--- src/rtl/gate_exerciser.sv ---
// gate_exerciser: clocked, self-checking stimulus sweep for a small
// combinational gate under test.
//
// Ports:
//   clk        in   system clock, all state changes on the rising edge
//   rst        in   asynchronous active-high reset
//   start      in   begin a sweep (sampled only in IDLE or DONE)
//   dut_out    in   output of the gate under test
//   stim       out  [N_IN]   vector driven to the gate, stim[0] = LSB input
//   busy       out  high while a sweep is running
//   done       out  high from sweep completion until next start/reset
//   pass       out  valid when done: no mismatches in the last sweep
//   err_count  out  [N_IN+1] mismatching vectors in the last sweep
//   fail_valid out  at least one mismatch was recorded
//   first_fail out  [N_IN]   stim index of the first mismatch
module gate_exerciser #(
    parameter int                     N_IN   = 2,
    parameter int                     HOLD   = 2,
    parameter logic [(2**N_IN)-1:0]   EXPECT = 4'b1000
) (
    input  logic            clk,
    input  logic            rst,
    input  logic            start,
    input  logic            dut_out,
    output logic [N_IN-1:0] stim,
    output logic            busy,
    output logic            done,
    output logic            pass,
    output logic [N_IN:0]   err_count,
    output logic            fail_valid,
    output logic [N_IN-1:0] first_fail
);

    // Hold counter needs at least one bit even when HOLD == 1.
    localparam int HW = (HOLD > 1) ? $clog2(HOLD) : 1;
    localparam logic [HW-1:0]   HOLD_LAST = HW'(HOLD - 1);
    localparam logic [N_IN-1:0] STIM_LAST = '1;

    typedef enum logic [1:0] {
        IDLE = 2'd0,
        RUN  = 2'd1,
        DONE = 2'd2
    } state_t;

    state_t          state, state_d;
    logic [HW-1:0]   hold_cnt, hold_d;
    logic [N_IN-1:0] stim_d;
    logic            busy_d;
    logic            done_d;
    logic            pass_d;
    logic [N_IN:0]   err_d;
    logic            fv_d;
    logic [N_IN-1:0] ff_d;

    always_ff @(posedge clk or posedge rst) begin
        if (rst) begin
            state      <= IDLE;
            hold_cnt   <= '0;
            stim       <= '0;
            busy       <= 1'b0;
            done       <= 1'b0;
            pass       <= 1'b0;
            err_count  <= '0;
            fail_valid <= 1'b0;
            first_fail <= '0;
        end else begin
            state      <= state_d;
            hold_cnt   <= hold_d;
            stim       <= stim_d;
            busy       <= busy_d;
            done       <= done_d;
            pass       <= pass_d;
            err_count  <= err_d;
            fail_valid <= fv_d;
            first_fail <= ff_d;
        end
    end

    always_comb begin
        state_d = state;
        hold_d  = hold_cnt;
        stim_d  = stim;
        busy_d  = busy;
        done_d  = done;
        pass_d  = pass;
        err_d   = err_count;
        fv_d    = fail_valid;
        ff_d    = first_fail;
        case (state)
            IDLE, DONE: begin
                if (start) begin
                    state_d = RUN;
                    hold_d  = '0;
                    stim_d  = '0;
                    busy_d  = 1'b1;
                    done_d  = 1'b0;
                    pass_d  = 1'b0;
                    err_d   = '0;
                    fv_d    = 1'b0;
                    ff_d    = '0;
                end
            end
            RUN: begin
                if (hold_cnt != HOLD_LAST) begin
                    hold_d = hold_cnt + HW'(1);
                end else begin
                    // Sample edge: the vector has been stable HOLD cycles.
                    if (dut_out != EXPECT[stim]) begin
                        err_d = err_count + (N_IN + 1)'(1);
                        if (!fail_valid) begin
                            fv_d = 1'b1;
                            ff_d = stim;
                        end
                    end
                    if (stim == STIM_LAST) begin
                        // Verdict includes this final sample.
                        state_d = DONE;
                        busy_d  = 1'b0;
                        done_d  = 1'b1;
                        pass_d  = (err_d == '0);
                    end else begin
                        stim_d = stim + N_IN'(1);
                        hold_d = '0;
                    end
                end
            end
            default: state_d = IDLE;
        endcase
    end

endmodule

--- config.mk ---
export PLATFORM = sky130hd
export DESIGN_NAME = gate_exerciser
export DESIGN_NICKNAME = d
export VERILOG_FILES = /design/src/rtl/gate_exerciser.sv
export SDC_FILE = /design/constraint.sdc
export NUM_CORES = 1
export LEC_CHECK = 0
export CORE_MARGIN = 2
export CORE_UTILIZATION = 45
export DETAILED_ROUTE_END_ITERATION = 6
export GPL_TIMING_DRIVEN = 0
export PLACE_DENSITY = 0.71
export REMOVE_ABC_BUFFERS = 1
export SYNTH_ARGS = -nofsm -noshare
export SYNTH_HDL_FRONTEND = slang
export SYNTH_SLANG_ARGS = --single-unit
--- constraint.sdc ---
create_clock -name clk -period 1.9 [get_ports clk]
set_clock_uncertainty 0.1 [all_clocks]
set_input_delay 0.38 -clock clk [delete_from_list [all_inputs] [get_ports clk]]
set_output_delay 0.38 -clock clk [all_outputs]
set_load 0.05 [all_outputs]
Yosys cells after proc, flatten, opt, wreduce, memory -nomap -nowiden. Cells that the tools add are included. Widths: inputs -> output; s select.

Flip-flop bits (word level): 14. Input bits: 4. Output and inout port bits: 11. Word-level logic and storage cells: 71.

$add $sub $neg: 3. $lt $le $gt $ge: 1. Equal/unequal tests: 10. Muxes and demuxes: 37. Reduce and logical (&&, ||, !) cells: 11.

Operators by type and width (count): $mux 2 (9); $mux 3 (5); $mux 1 (13); $ne 2x2->1 const B (6); $pmux 2 s2 (3); $reduce_and 4->1 (3); $pmux 1 s2 (5); $pmux 3 s2 (1); $reduce_and 3->1 (2); $reduce_and 5->1 (1); $eq 2x2->1 const B (2); $add 3x1->3 const B (1); $logic_not 3->1 (1); $lt 2x3->1 const B (1); $add 2x1->2 const B (1); $bmux 1 s2 (1); $eq 2x1->1 const B (1); $logic_not 2->1 (1); $reduce_and 2->1 (1); $reduce_bool 2->1 (1); $reduce_or 2->1 (1); $add 1x1->1 const B (1); $ne 1x1->1 (1).

Logic depth before layout (Yosys ltp). Gate-level depths: netlist of run 1.

Depth after elaboration: 10. Mapped depth: 5. Gate-level depth less buffers: 5.

Worst setup path after synthesis of run 1. No wires, ideal clock.

Path type: reg-to-reg. Start: reg stim[0]. End: reg pass. Arrival: 1.667 ns. Required time: 1.678 ns. Path slack: 0.011 ns. Stages on the path, launching flop included: 6. Cell sequence: dfrtp_1 > ha_1 > xor2_1 > nand2_1 > xor2_1 > a32o_1.

Cells in the longest elaborated chain, start to end: 10.

Ends and longest elaborated chain: start, declared (line 25) `output logic [N_IN-1:0] stim,`; start signal, assigned (line 69) `stim <= stim_d;`; $bmux 1 s2 (line 108) `if (dut_out != EXPECT[stim]) begin`; $mux 1 (not written as such) (line 108); $ne 1x1->1 (line 108); $mux 3 (line 108); $mux 3 (line 104) `if (hold_cnt != HOLD_LAST) begin`; $mux 3 (line 89) `case (state)`; $logic_not 3->1 (line 120) `pass_d = (err_d == '0);`; $mux 1 (line 115) `if (stim == STIM_LAST) begin`; $mux 1 (line 104); $pmux 1 s2 (line 89); end signal, assigned (line 72) `pass <= pass_d;`; end, declared (line 28) `output logic pass,`.

Several ways; a longest one is shown, not always the timed one. The select of a mux whose other input is x is not followed. A chain may end at the register's enable or synchronous reset.

Worst setup path in the final report of run 1.
Start: reg err_count[0]. End: out err_count[0].

RTL lines: start, declared (line 29) `output logic [N_IN:0] err_count,`; start signal, assigned (line 73) `err_count <= err_d;`.

No word-level cell between the ends.

==> results by group, run 1 <==
Clock tree
  – H-Tree Depth: 1
  – Clock latency on the worst-skew pair: roughly 0.28 ns
  – CTS sink cnt: 14
  – TritonCTS buffer count: 3
  – Hold buffer count at CTS: 0
  – Clk slew on worst S/H paths: ~0.080 ns
  – CTS tree: yes
  – Clock Tree Buf Depth: 2
  – CTS Root Buffer Type: clkbuf_4

STA
  – Slew Limit Fails: 0
  – Achievable Freq: about 580 MHz
  – RSZ-0062 raised after global routing: no
  – Setup TNS: 0 ns
  – Fin crit share: 90.8%
  – Fin crit period: about 1.7 ns
  – Fin worst setup slack: 0.175 ns
  – Fin. Hold Viols: 0
  – Setup violators final: 0
  – Slew headroom: approximately 65%
  – Slew @ Worst Pin: about 0.53 ns

Cells and area
  – Multi-input gate area: roughly 270 um2
  – Cell area after layout: 823 um2
  – Fillers: roughly 110
  – Final net count: just under 90
  – Area growth syn-to-layout: 27.3%
  – Fraction of layout cells with a size suffix above 1: ~6.2%
  – Ant. Diodes: 0
  – Storage element area: roughly 350 um2

GRT
  – Vias in the first global route: 482
  – Initial antenna violation count: 0
  – Largest net degree at the start of global routing: 15
  – Remaining Overflow, GRT: 0
  – First-pass GRT wire length: roughly 2100 um
  – GRT Total Usage: around 16%

Critical path
  – Arrival time worst endpoint: 1.24 ns
  – Critical path, cell by cell: dlygate4sd2_1
  – Critical Path Start: err_count[0]$_DFFE_PP0P_
  – WP buf/inv: 1
  – Delay-heaviest family, CP: buffers and inverters
  – Worst reg2reg setup slack: between 0.2 and 0.25 ns
  – Reg2reg start: stim[0]$_DFFE_PP0P_
  – Req. time, crit path: ~1.4 ns
  – Critical setup path kind: reg -> out
  – Worst setup SP type: register
  – Worst path slowest cell: dlygate4sd2_1
  – Crit path largest cell delay: between 0.5 and 0.6 ns
  – Worst-path fanout max: 5
  – Critical Path End Type: output pin

Placed design
  – Worst slack at placement: 0.0307 ns
  – PortBufs: 14
  – HPWL Detailed: 852 um
  – GP Congestion: approximately 0.70
  – Placed inst area: ~800 um2

Min path
  – Worst Hold Class: in -> async

Floorplan
  – Die height: around 42 um
  – Site Rows: 13
  – Starting density of the core: ~50%
  – Core area: 1320 um2
  – Die area: ~1800 um2
  – Io pins: 15
  – Die W: 41.9 um

Job
  – Maxcap violations: 0

Route
  – Routed wire per std cell: around 12 um
  – Starting DRT DRC Count: 7
  – DR pass1 iterations: 4
  – Residual DRC count: 0
  – Final wirelength: roughly 1200 um
  – Routed Antenna Nets: 0
  – DR vias: just under 500
  – Vias per cell: slightly above 5

Yosys
  – Yosys top cell by area: dfrtp_1
  – Yosys cell types: 22
  – Ys Warns: 0
  – Synthesized area: roughly 650 um2
  – Syn Area/Cell: about 10 um2
  – Share of the synthesized area in the top cell type: 54.2%
  – Synth Instances: 64
  – Sequential cell area fraction in the yosys report: approximately 54%
  – Synth area leaders: dfrtp_1 (54%), nand2_1 (7.5%), ha_1 (3.9%)
  – Synth Register Bits: 14

Run status
  – Outcome: completed
cell usage after synthesis (all sizes together):
library cell	count
buf	1
or3	1
nor2b	2
o21ai	5
nor2	2
nand2b	1
ha	2
nor3	1
xor2	2
o21a	1
nand3	2
mux2	1
a32o	2
a21oi	2
a22o	1
nand2	13
inv	5
nand3b	2
mux2i	2
xnor2	1
a21boi	1
dfrtp	14
cells in the final DEF, fill, tap and decap left out, drive strengths merged:
master and instances:
o21ai 5, a22o 1, mux2i 2, ha 2
nor3 1, a21boi 1, or3 1, xnor2 1
xor2 2, nand3 2, o21a 1, inv 5
dlygate4sd2 11, a21oi 2, a32o 2, mux2 1
nand2 13, clkdlybuf4s50 3, dfrtp 14, clkbuf 4
nand2b 1, nor2b 2, nor2 2, nand3b 2
per-layer routing:
metal | GRT usage, % | vias up | part of all wire [%]
met5 | 0 | - | 0
met4 | 7.74 | 0 | 2.5
met3 | 5.65 | 4 | 5.1
met2 | 20.6 | 12 | 42
met1 | 23.9 | 221 | 50
li1 | - | 252 | -
state kept, by name (all words and copies together) (netlist names):
name        count
fail_valid      1
first_fail      2
hold_cnt        1
err_count       3
busy            1
stim            2
pass            1
done            1
state           2
final timing paths:
path	to	depth (start not counted)
setup / recovery	err_count[0]	1
hold / removal	err_count[2]$_DFFE_PP0P_	2
setup reg to reg	pass$_DFFE_PP0P_	5
hold reg to reg	done$_DFFE_PP0P_	2
max in group asynchronous	done$_DFFE_PP0P_	2
min in group clk	done$_DFFE_PP0P_	2
kinds of logic after synthesis:
logic type               after synthesis  share of synthesized area [%]
AO/OA/AOI/OAI                         12                           12.2
XOR/XNOR                               3                           4.06
adder cells (fa/ha/maj)                2                           3.87
buffers and inverters                  6                           3.67
flip-flops                            14                           54.2
multiplexers                           3                           4.84
AND/OR/NAND/NOR                       24                           17.2
final cells by class:
type                       instances  share of cell area (%)
tap                               15                    2.28
sequential                        14                    42.6
clock buffer                       4                    4.41
timing repair buffer              14                    15.3
inverter                           5                    2.28
multi-input combinational         44                    33.1
through the flow:
stage                     std cells  util (%)  hold WS (ns)
final                            96      62.5         0.327
after global routing             96      62.5         0.375
after CTS                        96      62.5         0.351
after detailed placement         92      60.8         0.368
after global placement           92      60.8         0.360
after floorplan                  63         -         0.169
what timing repair did:
| action | CTS | global route |
|---|---|---|
| gates resized for setup | 11 | 0 |
| endpoints found under the hold margin | 0 | 0 |
| endpoints found under the setup margin | 11 | 0 |
| setup buffers | 0 | 0 |
Power of run 1 is left out: the tool's default activity adds up to more than one toggle a clock period on the data nets, which glitch-free logic cannot reach.
==> run 2, diff against run 1 <==
--- a/config.mk
+++ b/config.mk
@@ -9,7 +9,7 @@
 export CORE_UTILIZATION = 45
 export DETAILED_ROUTE_END_ITERATION = 6
 export GPL_TIMING_DRIVEN = 0
-export PLACE_DENSITY = 0.71
+export PLACE_DENSITY_LB_ADDON = 0.15
 export REMOVE_ABC_BUFFERS = 1
 export SYNTH_ARGS = -nofsm -noshare
 export SYNTH_HDL_FRONTEND = slang
==> constraint.sdc (replaced) <==
create_clock -name clk -period 2.1 [get_ports clk]
set_clock_uncertainty 0.1 [all_clocks]
set_input_delay 0.42 -clock clk [delete_from_list [all_inputs] [get_ports clk]]
set_output_delay 0.42 -clock clk [all_outputs]
set_load 0.05 [all_outputs]
==> run 2 against run 1 <==
Against the previous run:
- worst hold slack better by 0.048 ns
- non-clock buffer count unchanged
- final area unchanged
- count of clock-buffer cells in the layout down 1
- flip-flop and latch count unchanged
- routed wire length down 5.4%
- critical path depth unchanged
==> results by group, run 2 (synthesized netlist as in run 1, its figures left out) <==
Run status
  – Outcome: completed

STA
  – Slew @ Worst Pin: 0.526 ns (-0.000710 ns)
  – Fin crit period: roughly 2.0 ns
  – Setup violators final: 0 (unchanged)
  – Slew Limit Fails: 0 (unchanged)
  – Fin. Hold Viols: 0 (unchanged)
  – Slew headroom: 64.9% (about the same)
  – RSZ-0062 raised after global routing: no
  – Achievable Freq: between 400 and 500 MHz
  – Fin crit share: between 90% and 100%
  – Setup TNS: 0 ns (unchanged)

Floorplan
  – Die height: 41.9 um (unchanged)
  – Io pins: 15 (unchanged)
  – Die area: 1760 um2 (unchanged)
  – Die W: 41.9 um (unchanged)
  – Starting density of the core: 49.1% (unchanged)
  – Site Rows: 13 (unchanged)
  – Core area: 1320 um2 (unchanged)

Critical path
  – Worst R2R Path Depth: 5 (unchanged)
  – Worst setup SP type: register
  – Number of cells on the critical path: 1 (unchanged)
  – Delay-heaviest family, CP: buffers and inverters
  – Reg-to-Reg End: pass$_DFFE_PP0P_
  – Worst path slowest cell: clkdlybuf4s50_1
  – Crit path largest cell delay: 0.82 ns (+0.27 ns)
  – Arrival time worst endpoint: 1.51 ns (+0.27 ns)
  – Reg2reg start: stim[0]$_DFFE_PP0P_
  – Worst-path fanout max: 5 (unchanged)
  – WP buf/inv: 1 (unchanged)
  – Req. time, crit path: 1.58 ns (+0.16 ns)
  – Worst reg2reg setup slack: 0.44 ns (+0.22 ns)
  – Critical path, cell by cell: clkdlybuf4s50_1
  – Critical setup path kind: reg -> out
  – Critical Path End Type: output pin

Cells and area
  – Max FFs per register: 3 (unchanged)
  – Multi-input gate area: 273 um2 (unchanged)
  – Area growth syn-to-layout: 27.3% (unchanged)
  – Ant. Diodes: 0 (unchanged)
  – Fraction of layout cells with a size suffix above 1: 5.00% (-1.2 points)
  – Commonest non-fill, non-tap cells in the layout: dfrtp_1 (14), clkdlybuf4s50_1 (14), nand2_1 (13)
  – Biggest register: err_count
  – Storage element area: 350 um2 (unchanged)
  – Final net count: 88 (unchanged)
  – Fillers: 106 (-6.2%)

Clock tree
  – CTS resizes: 0 (-11)
  – CTS Root Buffer Type: clkbuf_4
  – CTS sink cnt: 14 (unchanged)
  – Clock Tree Buf Depth: 2 (unchanged)
  – Clk slew on worst S/H paths: 0.08 ns (about the same)
  – TritonCTS buffer count: 3 (unchanged)
  – Clock latency on the worst-skew pair: 0.27 ns (about the same)
  – Setup Fix Bufs, Post-CTS: 0 (unchanged)
  – Hold buffer count at CTS: 0 (unchanged)
  – H-Tree Depth: 1 (unchanged)
  – CTS tree: yes

Placed design
  – HPWL Detailed: 823 um (-3.5%)
  – PortBufs: 14 (unchanged)
  – GP Congestion: 0.701 (+0.47%)

Job
  – Maxcap violations: 0 (unchanged)

GRT
  – Vias in the first global route: 493 (+2.3%)
  – Initial antenna violation count: 0 (unchanged)
  – Remaining Overflow, GRT: 0 (unchanged)
  – GRT Total Usage: 15.7% (-0.46 points)
  – First-pass GRT wire length: 2080 um (-2.0%)
  – Largest net degree at the start of global routing: 15 (unchanged)

Route
  – DR vias: 496 (+1.4%)
  – Final wirelength: 1110 um (-5.4%)
  – Routed Antenna Nets: 0 (unchanged)
  – DR pass1 iterations: 2 (-2)
  – Routed wire per std cell: 11.7 um (-4.4%)
  – Residual DRC count: 0 (unchanged)
  – Vias per cell: 5.22 (+2.5%)
  – Starting DRT DRC Count: 3 (-4)

Min path
  – Worst Hold Class: in -> async
[run 2: cell count changes in the layout (fill, tap and decap cells not counted)]
cell / delta
clkdlybuf4s50_1: +11
clkbuf_8: -1
dlygate4sd2_1: -11
[run 2: metal layers]
| metal | GRT usage [%] | up-vias | wire (um) | part of all wire [%] |
|---|---|---|---|---|
| met5 | 0 | - | 0 | 0 |
| li1 | - | 251 | - | - |
| met4 | 9.68 | 0 | 16 | 1.4 |
| met2 | 22.8 | 8 | 487 | 44 |
| met3 | 4.78 | 2 | 53 | 4.8 |
| met1 | 20.3 | 235 | 556 | 50 |
[run 2: metrics by stage]
| step | std cells | worst slack (ns) | util (%) | hold slack, ns | area (um2) |
|---|---|---|---|---|---|
| global placement | 92 | 0.216 | 60.8 | 0.359 | 801 |
| global route | 95 | 0.0139 | 62.5 | 0.425 | 823 |
| floorplan | 63 | 0.211 | - | 0.209 | 642 |
| CTS | 95 | 0.0502 | 62.5 | 0.383 | 823 |
| finish | 95 | 0.0655 | 62.5 | 0.375 | 823 |
| detailed placement | 92 | 0.207 | 60.8 | 0.363 | 801 |
[run 2: worst register-to-register path, cell delays in order (launching register included)]
cell     delay (ns)
dfrtp_1        0.42
ha_1           0.29
xor2_1         0.21
or3_1          0.32
a21oi_1        0.13
a32o_1         0.14
[run 2: cell type report]
| type | instances | share of cell area, % |
|---|---|---|
| Sequential cell | 14 | 42.6 |
| Tap cell | 15 | 2.28 |
| Inverter | 5 | 2.28 |
| Clock buffer | 3 | 2.74 |
| Multi-Input combinational cell | 44 | 33.1 |
| Timing Repair Buffer | 14 | 17.0 |
[run 2: how the worst max path moves through the flow]
stage                             startpoint               end  slack, ns
finish              err_count[0]$_DFFE_PP0P_      err_count[0]       0.07
global route        err_count[0]$_DFFE_PP0P_      err_count[0]       0.01
CTS                 err_count[0]$_DFFE_PP0P_      err_count[0]       0.05
detailed placement                   dut_out  pass$_DFFE_PP0P_       0.21
global placement                     dut_out  pass$_DFFE_PP0P_       0.22
floorplan                stim[0]$_DFFE_PP0P_  pass$_DFFE_PP0P_       0.21
Power of run 2 is left out for the same reason.
